==> config.mk <==
export PLATFORM = sky130hd
export DESIGN_NAME = seq_alu
export DESIGN_NICKNAME = d
export VERILOG_FILES = /design/src/rtl/seq_alu.sv
export SDC_FILE = /design/constraint.sdc
export NUM_CORES = 1
export LEC_CHECK = 0
export BUFFER_PORTS_ARGS = -buffer_cell sky130_fd_sc_hd__buf_2
export CAP_MARGIN = 5
export CORE_MARGIN = 5
export CORE_UTILIZATION = 25
export DETAILED_ROUTE_END_ITERATION = 10
export GPL_TIMING_DRIVEN = 0
export MAX_ROUTING_LAYER = met4
export SLEW_MARGIN = 20
export SYNTH_ARGS = -nofsm -noshare
export SYNTH_HDL_FRONTEND = slang
export SYNTH_SLANG_ARGS = --single-unit
==> constraint.sdc <==
create_clock -name clk -period 2.1 [get_ports clk]
set_input_delay 0.105 -clock clk [delete_from_list [all_inputs] [get_ports clk]]
set_output_delay 0.105 -clock clk [all_outputs]
set_load 0.05 [all_outputs]
==> src/rtl/seq_alu.sv <==
// seq_alu: handshaked ALU with registered results and a multi-cycle
// shift-add unsigned multiply, one operation in flight at a time.
module seq_alu #(
    parameter int WIDTH = 8
) (
    input  logic             clk,
    input  logic             rst_n,
    input  logic             in_valid,
    output logic             in_ready,
    input  logic [WIDTH-1:0] a,
    input  logic [WIDTH-1:0] b,
    input  logic [2:0]       alusel,
    input  logic             cin,
    output logic             out_valid,
    input  logic             out_ready,
    output logic [WIDTH-1:0] y,
    output logic [WIDTH-1:0] y_hi,
    output logic             cout,
    output logic             zero,
    output logic             illegal
);

    localparam logic [1:0] IDLE = 2'd0;
    localparam logic [1:0] MUL  = 2'd1;
    localparam logic [1:0] DONE = 2'd2;

    localparam int CW = (WIDTH > 2) ? $clog2(WIDTH) : 1;
    localparam logic [CW-1:0] LAST = CW'(WIDTH - 1);

    localparam logic [2:0] SEL_MUL     = 3'b101;
    localparam logic [2:0] SEL_ILLEGAL = 3'b111;

    logic [1:0]         state;
    logic [CW-1:0]      count;
    logic [WIDTH-1:0]   mcand;
    logic [2*WIDTH-1:0] acc;
    logic [WIDTH:0]     addsum;
    logic [2*WIDTH-1:0] acc_next;
    logic [WIDTH-1:0]   res;
    logic               res_c;

    assign in_ready  = (state == IDLE);
    assign out_valid = (state == DONE);

    // acc holds {partial product, remaining multiplier}; bit 0 selects the add
    always_comb begin
        addsum   = {1'b0, acc[2*WIDTH-1:WIDTH]} + (acc[0] ? {1'b0, mcand} : '0);
        acc_next = {addsum, acc[WIDTH-1:1]};
    end

    always_comb begin
        res   = '0;
        res_c = 1'b0;
        case (alusel)
            3'b000: res = ~a;
            3'b010: res = a & b;
            3'b100: res = a | b;
            3'b110: res = a ^ b;
            3'b001: {res_c, res} = {1'b0, a} + {1'b0, b} + (WIDTH+1)'(cin);
            3'b011: {res_c, res} = {1'b0, a} - {1'b0, b} - (WIDTH+1)'(cin);
            default: begin
                res   = '0;
                res_c = 1'b0;
            end
        endcase
    end

    always_ff @(posedge clk or negedge rst_n) begin
        if (!rst_n) begin
            state   <= IDLE;
            count   <= '0;
            mcand   <= '0;
            acc     <= '0;
            y       <= '0;
            y_hi    <= '0;
            cout    <= 1'b0;
            zero    <= 1'b0;
            illegal <= 1'b0;
        end else begin
            case (state)
                IDLE: begin
                    if (in_valid) begin
                        if (alusel == SEL_MUL) begin
                            mcand <= a;
                            acc   <= {{WIDTH{1'b0}}, b};
                            count <= '0;
                            state <= MUL;
                        end else begin
                            y       <= res;
                            y_hi    <= '0;
                            cout    <= res_c;
                            zero    <= (res == '0);
                            illegal <= (alusel == SEL_ILLEGAL);
                            state   <= DONE;
                        end
                    end
                end
                MUL: begin
                    acc <= acc_next;
                    if (count == LAST) begin
                        y       <= acc_next[WIDTH-1:0];
                        y_hi    <= acc_next[2*WIDTH-1:WIDTH];
                        cout    <= 1'b0;
                        zero    <= (acc_next == '0);
                        illegal <= 1'b0;
                        state   <= DONE;
                    end else begin
                        count <= count + 1'b1;
                    end
                end
                DONE: begin
                    if (out_ready) begin
                        state <= IDLE;
                    end
                end
                default: state <= IDLE;
            endcase
        end
    end

endmodule

=== After elaboration in Yosys (flattened, before gate mapping) ===
Cells that the tools add are included.

* Register bits after elaboration: 48
* Output and inout port bits: 21
* Logic and storage cells: 79

* $add $sub $neg: 6
* Equal/unequal tests: 16
* Muxes and demuxes: 34
* Bitwise logic cells: 4
* Reduce and logical (&&, ||, !) cells: 10

{| class="wikitable"
|+ Operators with widths
! operator !! number
|-
| 2-to-1 mux 8 bit || 7
|-
| case mux 8 bit (6 select lines) || 1
|-
| 2-to-1 mux 16 bit || 2
|-
| case mux 16 bit (2 select lines) || 1
|-
| case mux 8 bit (2 select lines) || 2
|-
| adder 8 x 8 -> 9 bit || 2
|-
| logical NOT 16 bit || 1
|-
| == test 3 bit (second input constant) || 5
|-
| adder 9 x 1 -> 9 bit || 1
|-
| 2-to-1 mux 3 bit || 3
|-
| AND reduction 3 bit || 3
|-
| subtractor 8 x 8 -> 9 bit || 1
|-
| subtractor 9 x 1 -> 9 bit || 1
|-
| bitwise AND 8 bit || 1
|-
| logical NOT 8 bit || 1
|-
| 2-to-1 mux 1 bit || 8
|-
| 2-to-1 mux 2 bit || 4
|-
| inequality test 2 bit (second input constant) || 4
|-
| inverter 8 bit || 1
|-
| bitwise OR 8 bit || 1
|-
| case mux 1 bit (2 select lines) || 4
|-
| AND reduction 4 bit || 2
|-
| bitwise XOR 8 bit || 1
|-
| == test 3 x 2 -> 1 bit (second input constant) || 2
|-
| other kinds (10) || 11
|}

=== Longest topological paths before layout ===
Gate-level depths: netlist of the first run.

* Word-level depth: 7
* Depth in mapped cells: 10

=== Least setup slack after synthesis of the first run ===
No wires, ideal clock.

* Path type: in2reg
* Start: in b[0]
* End: reg y[5]
* Library setup time: 125 ps
* Data arrival time: 2323 ps
* Path slack: -348 ps
* Stages on the path: 9
* Buffers on the path: 0
* Cells stage by stage: inv_1 -> fa_1 -> ha_1 -> or4_1 -> o221a_4 -> xnor2_2 -> a221oi_1 -> o21ai_0 -> mux2_2

* Word-level cells in the longest chain between the ends: 6

{| class="wikitable"
|+ Ends and longest elaborated chain
! item !! RTL line !! text
|-
| start, declared || 11 || <nowiki>input logic [WIDTH-1:0] b,</nowiki>
|-
| subtractor 8 x 8 -> 9 bit / adder 8 x 8 -> 9 bit (equally long branches) || 60, 59 ||
|-
| subtractor 9 x 1 -> 9 bit / adder 9 x 1 -> 9 bit (equally long branches) || 60, 59 ||
|-
| case mux 8 bit (6 select lines) * || 54 || <nowiki>case (alusel)</nowiki>
|-
| 2-to-1 mux 8 bit * || 83 || <nowiki>if (alusel == SEL_MUL) begin</nowiki>
|-
| 2-to-1 mux 8 bit * || 82 || <nowiki>if (in_valid) begin</nowiki>
|-
| case mux 8 bit (2 select lines) * || 80 || <nowiki>case (state)</nowiki>
|-
| end signal, assigned || 89 || <nowiki>y <= res;</nowiki>
|-
| end signal, assigned || 101 || <nowiki>y <= acc_next[WIDTH-1:0];</nowiki>
|-
| end, declared || 16 || <nowiki>output logic [WIDTH-1:0] y,</nowiki>
|}

Mark *: on every way between the ends. The rest lies on a longest branch, timed or not. The select of a mux whose other input is x is not followed.
A chain may end at the register's enable or synchronous reset.

=== Worst setup path in the final report of the first run ===
* Start: reg acc[0]
* End: reg zero

* Word-level cells in the longest chain between the ends: 5

{| class="wikitable"
|+ Ends and longest elaborated chain
! item !! RTL line !! text
|-
| start, declared || 36 || <nowiki>logic [2*WIDTH-1:0] acc;</nowiki>
|-
| start signal, assigned || 85 || <nowiki>acc <= {{WIDTH{1'b0}}, b};</nowiki>
|-
| start signal, assigned || 99 || <nowiki>acc <= acc_next;</nowiki>
|-
| 2-to-1 mux 8 bit || 47 || <nowiki>addsum = {1'b0, acc[2*WIDTH-1:WIDTH]} + (acc[0] ? {1'b0, mcand} : '0);</nowiki>
|-
| adder 8 x 8 -> 9 bit || 47 ||
|-
| logical NOT 16 bit || 104 || <nowiki>zero <= (acc_next == '0);</nowiki>
|-
| 2-to-1 mux 1 bit || 100 || <nowiki>if (count == LAST) begin</nowiki>
|-
| case mux 1 bit (2 select lines) || 80 ||
|-
| end signal, assigned || 92 || <nowiki>zero <= (res == '0);</nowiki>
|-
| end signal, assigned || 104 ||
|-
| end, declared || 19 || <nowiki>output logic zero,</nowiki>
|}

Every way passes these cells. The select of a mux whose other input is x is not followed.

==> metrics.log, run 1 <==
[metrics] buffer levels on the longest clock path: 2
[metrics] setup skew after layout: 0.00688 ns
[metrics] detailed placer's ending HPWL: 9.34 mm
[metrics] die height: 135 microns
[metrics] failing checks: setup timing
[metrics] kind of critical path: flop to flop
[metrics] distinct cell type count after synthesis: 61
[metrics] number of hold violations in the final report: 0
[metrics] net count reported at finish: around 600
[metrics] vias per cell: between 5 and 6
[metrics] vias in the first global route: 3558
[metrics] GRT Util Overall: 0.133
[metrics] cell area after synthesis: ~3900 sq um
[metrics] I/O pins: 45
[metrics] arrival time reported for the critical path endpoint: approximately 2.6 ns
[metrics] count of buffers from port buffering: 42
[metrics] horizontal die dimension: ~130 microns
[metrics] post-synthesis average cell area: about 8.5 sq um
[metrics] dominant cell type by area after synthesis: dfrtp_1
[metrics] result of the run: finished, violations left
[metrics] FP Rows: 45
[metrics] critical path capture point: zero$_DFFE_PN0P_
[metrics] starting density of the core: 0.255
[metrics] r2r startpoint: acc[0]$_DFFE_PN0P_
[metrics] number of antenna cells inserted: 0
[metrics] drt wl/cell: 16.6 microns
[metrics] wire length of the first global-routing pass: 18.8 mm
[metrics] maximum clock frequency: 424 MHz
[metrics] transition time at the pin with the least slew margin: 0.644 ns
[metrics] area of the placeable core: 15200 sq um
[metrics] Num CTS Buffers: 5
[metrics] final critical-path share of the clock period: 1.12
[metrics] layout cell share with drive strength beyond 1: 0.257
[metrics] number of fill cells in the layout: 1605
[metrics] worst setup path startpoint: acc[0]$_DFFE_PN0P_
[metrics] final wirelength: 11.7 mm
[metrics] Reg2Reg Capture Point: zero$_DFFE_PN0P_
[metrics] power share of the combinational group: 0.505
[metrics] final setup margin: -0.261 ns
[metrics] critical path's slowest cell: fa_2
[metrics] EDFF count, synth: 0
[metrics] library cell used as clock root buffer: clkbuf_16
[metrics] share of Yosys cell area claimed by the top area cell type: 0.310
[metrics] largest cells by area after synthesis: dfrtp_1, ha_1, nand2_1
[metrics] prevailing post-synth register cell: dfrtp_1
[metrics] post-synthesis net count: 525
[metrics] leakage power total: approximately 2.2 nW
[metrics] Net Sw Power: 1.99 mW
[metrics] number of instances in the synthesized netlist: roughly 460
[metrics] commonest non-fill, non-tap cells in the layout: nand2_1, dfrtp_1, buf_2, inv_1, nor2_1
[metrics] internal power contribution: 2.76 mW
[metrics] crit-path max cell delay: 0.46 ns
[metrics] largest driver fanout on the critical path: 2
[metrics] worst-case hold slack: 0.108 ns
[metrics] routability cong.: 0.891
[metrics] switching part of the total power: 0.419
[metrics] count of max-cap constraint violations: 0
[metrics] post-route antenna net violation count: 0
[metrics] RSZ-0062 raised after global routing: yes
[metrics] maximum level of the CTS H-tree: 2
[metrics] clock tree from TritonCTS: yes
[metrics] Max Transition Viols Final: 0
[metrics] sequential power share: 0.305
[metrics] count of vias placed by the detailed router: ~3.6k
[metrics] clock network power share: 0.190
[metrics] Yosys warnings: 0
[metrics] minimum clock period after layout: 2.36 ns
[metrics] cell area power density: between 900 and 1000 nW/um^2
[metrics] DRC violation count after routing: 0
[metrics] clock latency on the worst-skew pair: 0.29 ns
[metrics] post-synthesis register bit count: 48
[metrics] clock-pin slew of the registers on the worst-case setup and hold paths: 0.06 ns
[metrics] dpl ws: -0.624 ns
[metrics] relative slew slack: 0.569
[metrics] post-route total power: 4.75 mW
[metrics] Final setup violation count: 7
[metrics] CP Capture Type: flop
[metrics] TNS Setup: -0.555 ns
[metrics] synthesis-to-layout area growth: 26.8%
[metrics] series of cell instances along the critical path: and2_4, ha_4, fa_2, nor4_4, nand4_1, nor3_2, o2111ai_1, nor4_2, a211o_1
[metrics] kind of launch point of the worst setup path: flop
[metrics] number of iterations in the first detailed-routing pass: 4
[metrics] number of antenna violations at the first check in global routing: 0
[metrics] number of sinks handled by clock tree synthesis: 48
[metrics] type of the tightest min-delay check: input pin to flop
[metrics] Worst EP required: 2.33 ns
[metrics] R2R depth: 9
[metrics] GRT Residual Overflow: 0
[metrics] setup slack, reg-to-reg: -0.26 ns
[metrics] most common cell after layout, fill and taps aside: nand2_1
[metrics] IR Drop Worst-Case VDD: approximately 0.39 mV
[metrics] starting DRC count in detailed routing: about 270
[metrics] sequential area share after synthesis: 0.310
[metrics] Die ar.: 18100 sq um
[metrics] async set-or-reset flop fraction in the synthesized netlist: 1.00
[metrics] largest net degree at the start of global routing: 49
power groups by stage:
stage | sequential, mW | clock [mW] | combinational [mW]
3_3_place_gp | 1.43 | 0 | 1.88
6_report | 1.45 | 0.901 | 2.40
4_1_cts | 1.44 | 0.919 | 2.25
2_1_floorplan | 1.68 | 0 | 1.15
3_5_place_dp | 1.44 | 0 | 1.93
5_1_grt | 1.49 | 0.958 | 2.62
worst max-delay path: cells and delay by family, from the launching register on:
family	cells	cell delay, ns
DFF	1	0.40
adders and majority gates	2	0.61
AOI/OAI and AO/OA	2	0.30
and+or+nand+nor	5	1.00
logic make-up (layout without fill, tap and decap cells):
group,after synthesis,after routing,share of synthesized area
simple gates,168,168,0.209
compound gates,114,114,0.196
buf+inv,59,120,0.0629
xor+xnor,9,9,0.0223
fa+ha+maj,45,45,0.155
mux,13,13,0.0445
flops,48,48,0.310
worst min-delay path by stage:
stage / from / to / slack, ns / depth (start not counted)
after floorplan: rst_n / acc[0]$_DFFE_PN0P_ / -0.19 / 0
after global placement: rst_n / acc[14]$_DFFE_PN0P_ / 0.35 / 1
after detailed placement: rst_n / y_hi[6]$_DFFE_PN0P_ / 0.36 / 1
after CTS: rst_n / y_hi[6]$_DFFE_PN0P_ / 0.05 / 1
after global routing: b[5] / acc[5]$_DFFE_PN0P_ / 0.14 / 3
final: b[5] / acc[5]$_DFFE_PN0P_ / 0.11 / 3
cell usage after synthesis (4+ instances only):
cell	count
nor2b_1	5
nor3_1	11
xnor2_1	6
mux2_2	4
nand3_1	4
nand2_1	69
dfrtp_1	48
fa_1	5
a31oi_1	10
a211oi_1	12
and2_1	11
o31ai_1	7
inv_1	39
o21a_1	6
ha_1	40
nor2_1	34
o21ai_0	27
nor3b_1	4
clkbuf_1	10
buf_2	6
mux2i_1	6
a21oi_1	16
nor4_1	6
o21ai_1	6
per-stage QoR:
step                      instances  area (sq um)   util
final                           705          4920  0.323
after global routing            705          4920  0.323
after CTS                       700          4780  0.315
after detailed placement        686          4370  0.287
after global placement          686          4370  0.287
after floorplan                 456          3920      -
layer usage:
metal	routed length, microns	share of wire	track usage	vias up
li1	-	-	-	1727
met1	5270	0.45	0.168	1748
met2	5780	0.49	0.225	89
met3	530	0.045	0.0183	12
met4	147	0.013	0.0351	0
met5	0	0	-	-
registers in the layout, indices dropped and copies added, names as in the netlist:
register and flops:
cout 1, state 2, y_hi 8, mcand 8, y 8, acc 16, illegal 1, zero 1
count 3
repair_timing:
item                                    4_1_cts  5_1_grt
gates resized for setup                      49       21
hold buffers                                  0        1
hold endpoints to repair                      0       48
pin swaps                                    23       19
endpoints found under the setup margin       21       25
buffers inserted                              6        4
cell type report:
cell class | count | area, sq um | area share
multi-input combinational | 349 | 2730 | 0.554
timing repair buffer | 53 | 332 | 0.0674
inverter | 40 | 153 | 0.0311
sequential | 48 | 1200 | 0.244
clock buffer | 6 | 129 | 0.0262
clock inverter | 2 | 35.0 | 0.00713
buffer | 19 | 106 | 0.0216
tap | 188 | 235 | 0.0478
(Power assumes the default switching activity.)
==> inputs of run 2 (changes only) <==
--- a/config.mk
+++ b/config.mk
@@ -10,9 +10,7 @@
 export CORE_MARGIN = 5
 export CORE_UTILIZATION = 25
 export DETAILED_ROUTE_END_ITERATION = 10
-export GPL_TIMING_DRIVEN = 0
 export MAX_ROUTING_LAYER = met4
-export SLEW_MARGIN = 20
 export SYNTH_ARGS = -nofsm -noshare
 export SYNTH_HDL_FRONTEND = slang
 export SYNTH_SLANG_ARGS = --single-unit
==> metrics.log, run 2 (synthesis results as in run 1) <==
[metrics] Final setup violation count: 8 (+1)
[metrics] minimum clock period after layout: 2.41 ns (+0.0465 ns)
[metrics] setup slack, reg-to-reg: -0.31 ns (-0.05 ns)
[metrics] vias per cell: 4.95 (-2.5%)
[metrics] layout cell share with drive strength beyond 1: 0.360 (+0.103)
[metrics] clock-pin slew of the registers on the worst-case setup and hold paths: 0.07 ns (about the same)
[metrics] cell area after layout: 5450 sq um (+11%)
[metrics] die height: 135 microns (unchanged)
[metrics] GRT Util Overall: 0.137 (+0.00415)
[metrics] vias in the first global route: 3922 (+10%)
[metrics] commonest non-fill, non-tap cells in the layout: buf_4, nand2_1, dfrtp_1, buf_2
[metrics] transition time at the pin with the least slew margin: 0.578 ns (-0.0665 ns)
[metrics] number of antenna cells inserted: 0 (unchanged)
[metrics] count of vias placed by the detailed router: 3814 (+6.7%)
[metrics] starting DRC count in detailed routing: 298 (+12%)
[metrics] Num CTS Buffers: 5 (unchanged)
[metrics] synthesis-to-layout area growth: 40.5%
[metrics] result of the run: finished, violations left
[metrics] count of max-cap constraint violations: 0 (unchanged)
[metrics] worst-case hold slack: 0.136 ns (+0.0280 ns)
[metrics] maximum level of the CTS H-tree: 2 (unchanged)
[metrics] final critical-path share of the clock period: 1.15 (+0.0222)
[metrics] IR Drop Worst-Case VDD: 0.498 mV (+29%)
[metrics] count of buffers from port buffering: 44 (+4.8%)
[metrics] kind of launch point of the worst setup path: flop
[metrics] dpl ws: -0.482 ns (+0.142 ns)
[metrics] Die ar.: 18100 sq um (unchanged)
[metrics] Worst EP required: 2.33 ns (about the same)
[metrics] area of the placeable core: 15200 sq um (unchanged)
[metrics] startpoint of the worst hold path: out_ready
[metrics] GRT Residual Overflow: 0 (unchanged)
[metrics] post-route antenna net violation count: 0 (unchanged)
[metrics] TNS Setup: -0.552 ns (+0.00336 ns)
[metrics] flip-flop count of the largest register, all copies and words added: 16 (unchanged)
[metrics] drt wl/cell: 15.5 microns (-7.0%)
[metrics] R2R depth: 10 (+1)
[metrics] type of the tightest min-delay check: input pin to flop
[metrics] leakage power total: 2.58 nW (+17%)
[metrics] hold-critical path depth: 3 (unchanged)
[metrics] wire length of the first global-routing pass: 19.8 mm (+5.3%)
[metrics] library cell used as clock root buffer: clkbuf_16
[metrics] Reg2Reg Capture Point: zero$_DFFE_PN0P_
[metrics] Max Transition Viols Final: 0 (unchanged)
[metrics] buffer levels on the longest clock path: 2 (unchanged)
[metrics] clock latency on the worst-skew pair: 0.29 ns (about the same)
[metrics] number of hold violations in the final report: 0 (unchanged)
[metrics] horizontal die dimension: 135 microns (unchanged)
[metrics] number of antenna violations at the first check in global routing: 0 (unchanged)
[metrics] FP Rows: 45 (unchanged)
[metrics] starting density of the core: 0.255 (unchanged)
[metrics] CP Capture Type: flop
[metrics] detailed placer's ending HPWL: 9.59 mm (+2.7%)
[metrics] arrival time reported for the critical path endpoint: 2.64 ns (+0.05 ns)
[metrics] I/O pins: 45 (unchanged)
[metrics] routability cong.: 0.951 (+6.7%)
[metrics] r2r startpoint: acc[0]$_DFFE_PN0P_
[metrics] DRC violation count after routing: 0 (unchanged)
[metrics] net count reported at finish: 651 (+11%)
[metrics] kind of critical path: flop to flop
[metrics] largest net degree at the start of global routing: 49 (unchanged)
[metrics] setup skew after layout: 0.00683 ns (-0.0000507 ns)
[metrics] Endpoint, Worst Hold: state[1]$_DFFE_PN0P_
[metrics] RSZ-0062 raised after global routing: yes
[metrics] final setup margin: -0.307 ns (-0.0465 ns)
[metrics] number of sinks handled by clock tree synthesis: 48 (unchanged)
[metrics] placed instance area: 4960 sq um (+14%)
[metrics] number of iterations in the first detailed-routing pass: 5 (+1)
[metrics] maximum clock frequency: 415 MHz (-1.9%)
[metrics] final wirelength: 11.9 mm (+1.7%)
[metrics] largest driver fanout on the critical path: 3 (+1)
[metrics] register ranked first by flip-flop count: acc
[metrics] clock tree from TritonCTS: yes
[metrics] failing checks: setup timing
[metrics] relative slew slack: 0.614 (+0.0450)
[metrics] cell area power density: 922 nW/um^2 (-4.7%)
[metrics] most common cell after layout, fill and taps aside: buf_4
-- run 2: changes by cell type in the layout (fill, tap and decap cells not counted), sizes merged --
| cell | change |
|---|---|
| clkbuf | -10 |
| buf | +76 |
-- run 2: worst max-delay path, cell delays in order (launching register included) --
cell	delay [ns]
dfrtp_1	0.39
and2_4	0.15
ha_4	0.15
fa_2	0.38
a211oi_2	0.25
o21bai_1	0.12
a211oi_2	0.29
o2111ai_2	0.14
nor4_2	0.21
buf_4	0.17
a211o_1	0.09
-- run 2: power by group --
group          leakage [nW]  switching (mW)  internal [mW]  total (mW)
logic                  1.89            1.44           1.20        2.65
clock network        0.0808           0.335          0.560       0.895
registers             0.609           0.262           1.22        1.48
-- run 2: through the flow --
step / cells / power (mW) / util
detailed placement: 758 / 3.80 / 0.327
global route: 771 / 5.37 / 0.358
finish: 771 / 5.02 / 0.358
CTS: 769 / 4.86 / 0.347
floorplan: 456 / 2.83 / -
global placement: 758 / 3.72 / 0.327
-- run 2: final cells by class --
type                       instances  area, sq um
inverter                          40          155
multi-input combinational        349         2720
clock buffer                       6          129
timing repair buffer             138          977
clock inverter                     2         35.0
tap                              188          235
fill                            1548         9750
sequential                        48         1200
-- run 2: worst max-delay path by stage --
stage	to	slack [ns]	cells past startpoint	from
finish	zero$_DFFE_PN0P_	-0.31	10	acc[0]$_DFFE_PN0P_
global route	zero$_DFFE_PN0P_	-0.43	10	acc[0]$_DFFE_PN0P_
CTS	zero$_DFFE_PN0P_	-0.36	10	mcand[0]$_DFFE_PN0P_
detailed placement	y[5]$_DFFE_PN0P_	-0.48	10	b[0]
global placement	zero$_DFFE_PN0P_	-0.46	10	mcand[0]$_DFFE_PN0P_
floorplan	y[5]$_DFFE_PN0P_	-0.20	8	a[0]
-- run 2: routing by layer --
layer  track usage  share of wire
met2         0.236           0.49
met1         0.175           0.46
met3        0.0175          0.041
met5             -              0
met4        0.0271          0.012
-- run 2: what timing repair did --
| item | CTS | global route |
|---|---|---|
| hold endpoints to repair | 48 | 0 |
| endpoints found under the setup margin | 10 | 17 |
| gates resized for setup | 29 | 39 |
| setup buffers | 2 | 4 |
| pin swaps | 19 | 28 |
| hold buffers | 1 | 0 |
==> inputs of run 3 (changes only) <==
--- a/config.mk
+++ b/config.mk
@@ -9,6 +9,7 @@
 export CAP_MARGIN = 5
 export CORE_MARGIN = 5
 export CORE_UTILIZATION = 25
+export CTS_BUF_LIST = sky130_fd_sc_hd__clkbuf_16
 export DETAILED_ROUTE_END_ITERATION = 10
 export MAX_ROUTING_LAYER = met4
 export SYNTH_ARGS = -nofsm -noshare
==> metrics.log, run 3 (synthesis results as in run 1) <==
[metrics] arrival time reported for the critical path endpoint: 2.64 ns (about the same)
[metrics] net count reported at finish: 651 (unchanged)
[metrics] Critical Path Most Common Cell: a211oi_2
[metrics] kind of critical path: flop to flop
[metrics] final critical-path share of the clock period: 1.15 (unchanged)
[metrics] result of the run: finished, violations left
[metrics] number of antenna violations at the first check in global routing: 0 (unchanged)
[metrics] series of cell instances along the critical path: and2_4, ha_4, fa_2, a211oi_2, o21bai_1, a211oi_2, o2111ai_2, nor4_2, buf_4, a211o_1
[metrics] number of fill cells in the layout: 1548 (unchanged)
[metrics] IR Drop Worst-Case VDD: 0.498 mV (unchanged)
[metrics] starting DRC count in detailed routing: 299 (+0.34%)
[metrics] maximum level of the CTS H-tree: 2 (unchanged)
[metrics] starting density of the core: 0.255 (unchanged)
[metrics] transition time at the pin with the least slew margin: 0.578 ns (unchanged)
[metrics] vias in the first global route: 3922 (unchanged)
[metrics] cell area power density: 921 nW/um^2 (about the same)
[metrics] final wirelength: 11.9 mm (unchanged)
[metrics] register ranked first by flip-flop count: acc
[metrics] area of the placeable core: 15200 sq um (unchanged)
[metrics] RSZ-0062 raised after global routing: yes
[metrics] die height: 135 microns (unchanged)
[metrics] worst-case hold slack: 0.136 ns (unchanged)
[metrics] FP Rows: 45 (unchanged)
[metrics] layout cell share with drive strength beyond 1: 0.360 (unchanged)
[metrics] Max Transition Viols Final: 0 (unchanged)
[metrics] setup skew after layout: 0.00683 ns (unchanged)
[metrics] wire length of the first global-routing pass: 19.8 mm (unchanged)
[metrics] post-route antenna net violation count: 0 (unchanged)
[metrics] DRC violation count after routing: 0 (unchanged)
[metrics] horizontal die dimension: 135 microns (unchanged)
[metrics] failing checks: setup timing
[metrics] clock-pin slew of the registers on the worst-case setup and hold paths: 0.07 ns (about the same)
[metrics] maximum clock frequency: 415 MHz (unchanged)
[metrics] largest net degree at the start of global routing: 49 (unchanged)
[metrics] Die ar.: 18100 sq um (unchanged)
[metrics] drt wl/cell: 15.5 microns (unchanged)
[metrics] number of hold violations in the final report: 0 (unchanged)
[metrics] I/O pins: 45 (unchanged)
[metrics] clock latency on the worst-skew pair: 0.29 ns (about the same)
[metrics] Worst EP required: 2.33 ns (about the same)
[metrics] Num CTS Buffers: 5 (unchanged)
[metrics] largest driver fanout on the critical path: 3 (unchanged)
[metrics] count of max-cap constraint violations: 0 (unchanged)
[metrics] cell area after layout: 5450 sq um (unchanged)
[metrics] number of antenna cells inserted: 0 (unchanged)
[metrics] GRT Residual Overflow: 0 (unchanged)
[metrics] clock tree from TritonCTS: yes
[metrics] buffer levels on the longest clock path: 2 (unchanged)
[metrics] GRT Util Overall: 0.137 (unchanged)
[metrics] minimum clock period after layout: 2.41 ns (unchanged)
[metrics] CP Capture Type: flop
[metrics] area used by multi-input combinational logic: 2720 sq um (unchanged)
[metrics] relative slew slack: 0.614 (unchanged)
[metrics] Storage cell area: 1200 sq um (unchanged)
[metrics] critical path's slowest cell: dfrtp_1
[metrics] placed instance area: 4960 sq um (unchanged)
[metrics] commonest non-fill, non-tap cells in the layout: buf_4, nand2_1, dfrtp_1, buf_2, inv_1
[metrics] dpl ws: -0.482 ns (unchanged)
[metrics] library cell used as clock root buffer: clkbuf_16
[metrics] type of the tightest min-delay check: input pin to flop
[metrics] flip-flop count of the largest register, all copies and words added: 16 (unchanged)
[metrics] count of buffers from port buffering: 44 (unchanged)
[metrics] detailed placer's ending HPWL: 9.59 mm (unchanged)
[metrics] vias per cell: 4.95 (unchanged)
[metrics] final setup margin: -0.307 ns (unchanged)
[metrics] count of vias placed by the detailed router: 3814 (unchanged)
[metrics] kind of launch point of the worst setup path: flop
[metrics] routability cong.: 0.951 (unchanged)
[metrics] most common cell after layout, fill and taps aside: buf_4
[metrics] crit-path max cell delay: 0.39 ns (about the same)
[metrics] number of iterations in the first detailed-routing pass: 5 (unchanged)
[metrics] Final setup violation count: 8 (unchanged)
[metrics] number of sinks handled by clock tree synthesis: 48 (unchanged)
[metrics] synthesis-to-layout area growth: 40.5% (unchanged)
[metrics] leakage power total: 2.59 nW (+0.16%)
[run 3: changes by cell type in the layout (fill, tap and decap cells not counted)]
cell	previous run	this run
clkbuf_1	1	0
inv_1	33	34
[run 3: cell type report]
| class | instances | area share |
|---|---|---|
| multi-input cells | 349 | 0.499 |
| repair buffers | 138 | 0.179 |
| clock buffers | 5 | 0.0230 |
| flip-flops and latches | 48 | 0.220 |
| clock inverters | 3 | 0.00712 |
| well taps | 188 | 0.0432 |
| inverters | 40 | 0.0285 |
[run 3: power by group]
part	switching, mW	total [mW]	internal (mW)
Clock	0.335	0.891	0.555
Combinational	1.44	2.65	1.20
Sequential	0.262	1.48	1.22
Total	2.04	5.02	2.98
[run 3: repair_timing]
| item | 4_1_cts | 5_1_grt |
|---|---|---|
| pin swaps | 19 | 28 |
| hold buffers | 1 | 0 |
| buffers inserted | 2 | 4 |
| hold endpoints to repair | 48 | 0 |
| gates resized for setup | 29 | 39 |
| endpoints found under the setup margin | 10 | 17 |
[run 3: path summary, 6_finish.rpt]
check	from	to	slack (ns)	cells past startpoint
worst max register to register	acc[0]$_DFFE_PN0P_	zero$_DFFE_PN0P_	-0.31	10
worst min register to register	illegal$_DFFE_PN0P_	illegal$_DFFE_PN0P_	0.47	2
max in group asynchronous	rst_n	state[1]$_DFFE_PN0P_	1.54	3
worst max-delay path	acc[0]$_DFFE_PN0P_	zero$_DFFE_PN0P_	-0.31	10
min in group asynchronous	rst_n	y_hi[4]$_DFFE_PN0P_	0.33	3
worst min-delay path	out_ready	state[1]$_DFFE_PN0P_	0.14	3
[run 3: per-stage QoR]
stage	instances	TNS, ns	power, mW	utilization
3_3_place_gp	758	-2.51	3.72	0.327
6_report	771	-0.551	5.02	0.358
3_5_place_dp	758	-3.22	3.80	0.327
5_1_grt	771	-1.71	5.37	0.358
2_1_floorplan	456	-0.331	2.83	-
4_1_cts	769	-0.798	4.85	0.347
[run 3: worst max-delay path: cells and delay by family (launching register included)]
kind	cells	cell delay [ns]
buffers and inverters	1	0.17
AOI/OAI and AO/OA	5	0.89
DFF	1	0.39
and+or+nand+nor	2	0.36
adders and majority gates	2	0.53
[run 3: per-layer routing]
layer  track usage  share of wire
met3        0.0175          0.041
met4        0.0271          0.012
met2         0.236           0.49
met1         0.175           0.46
met5             -              0
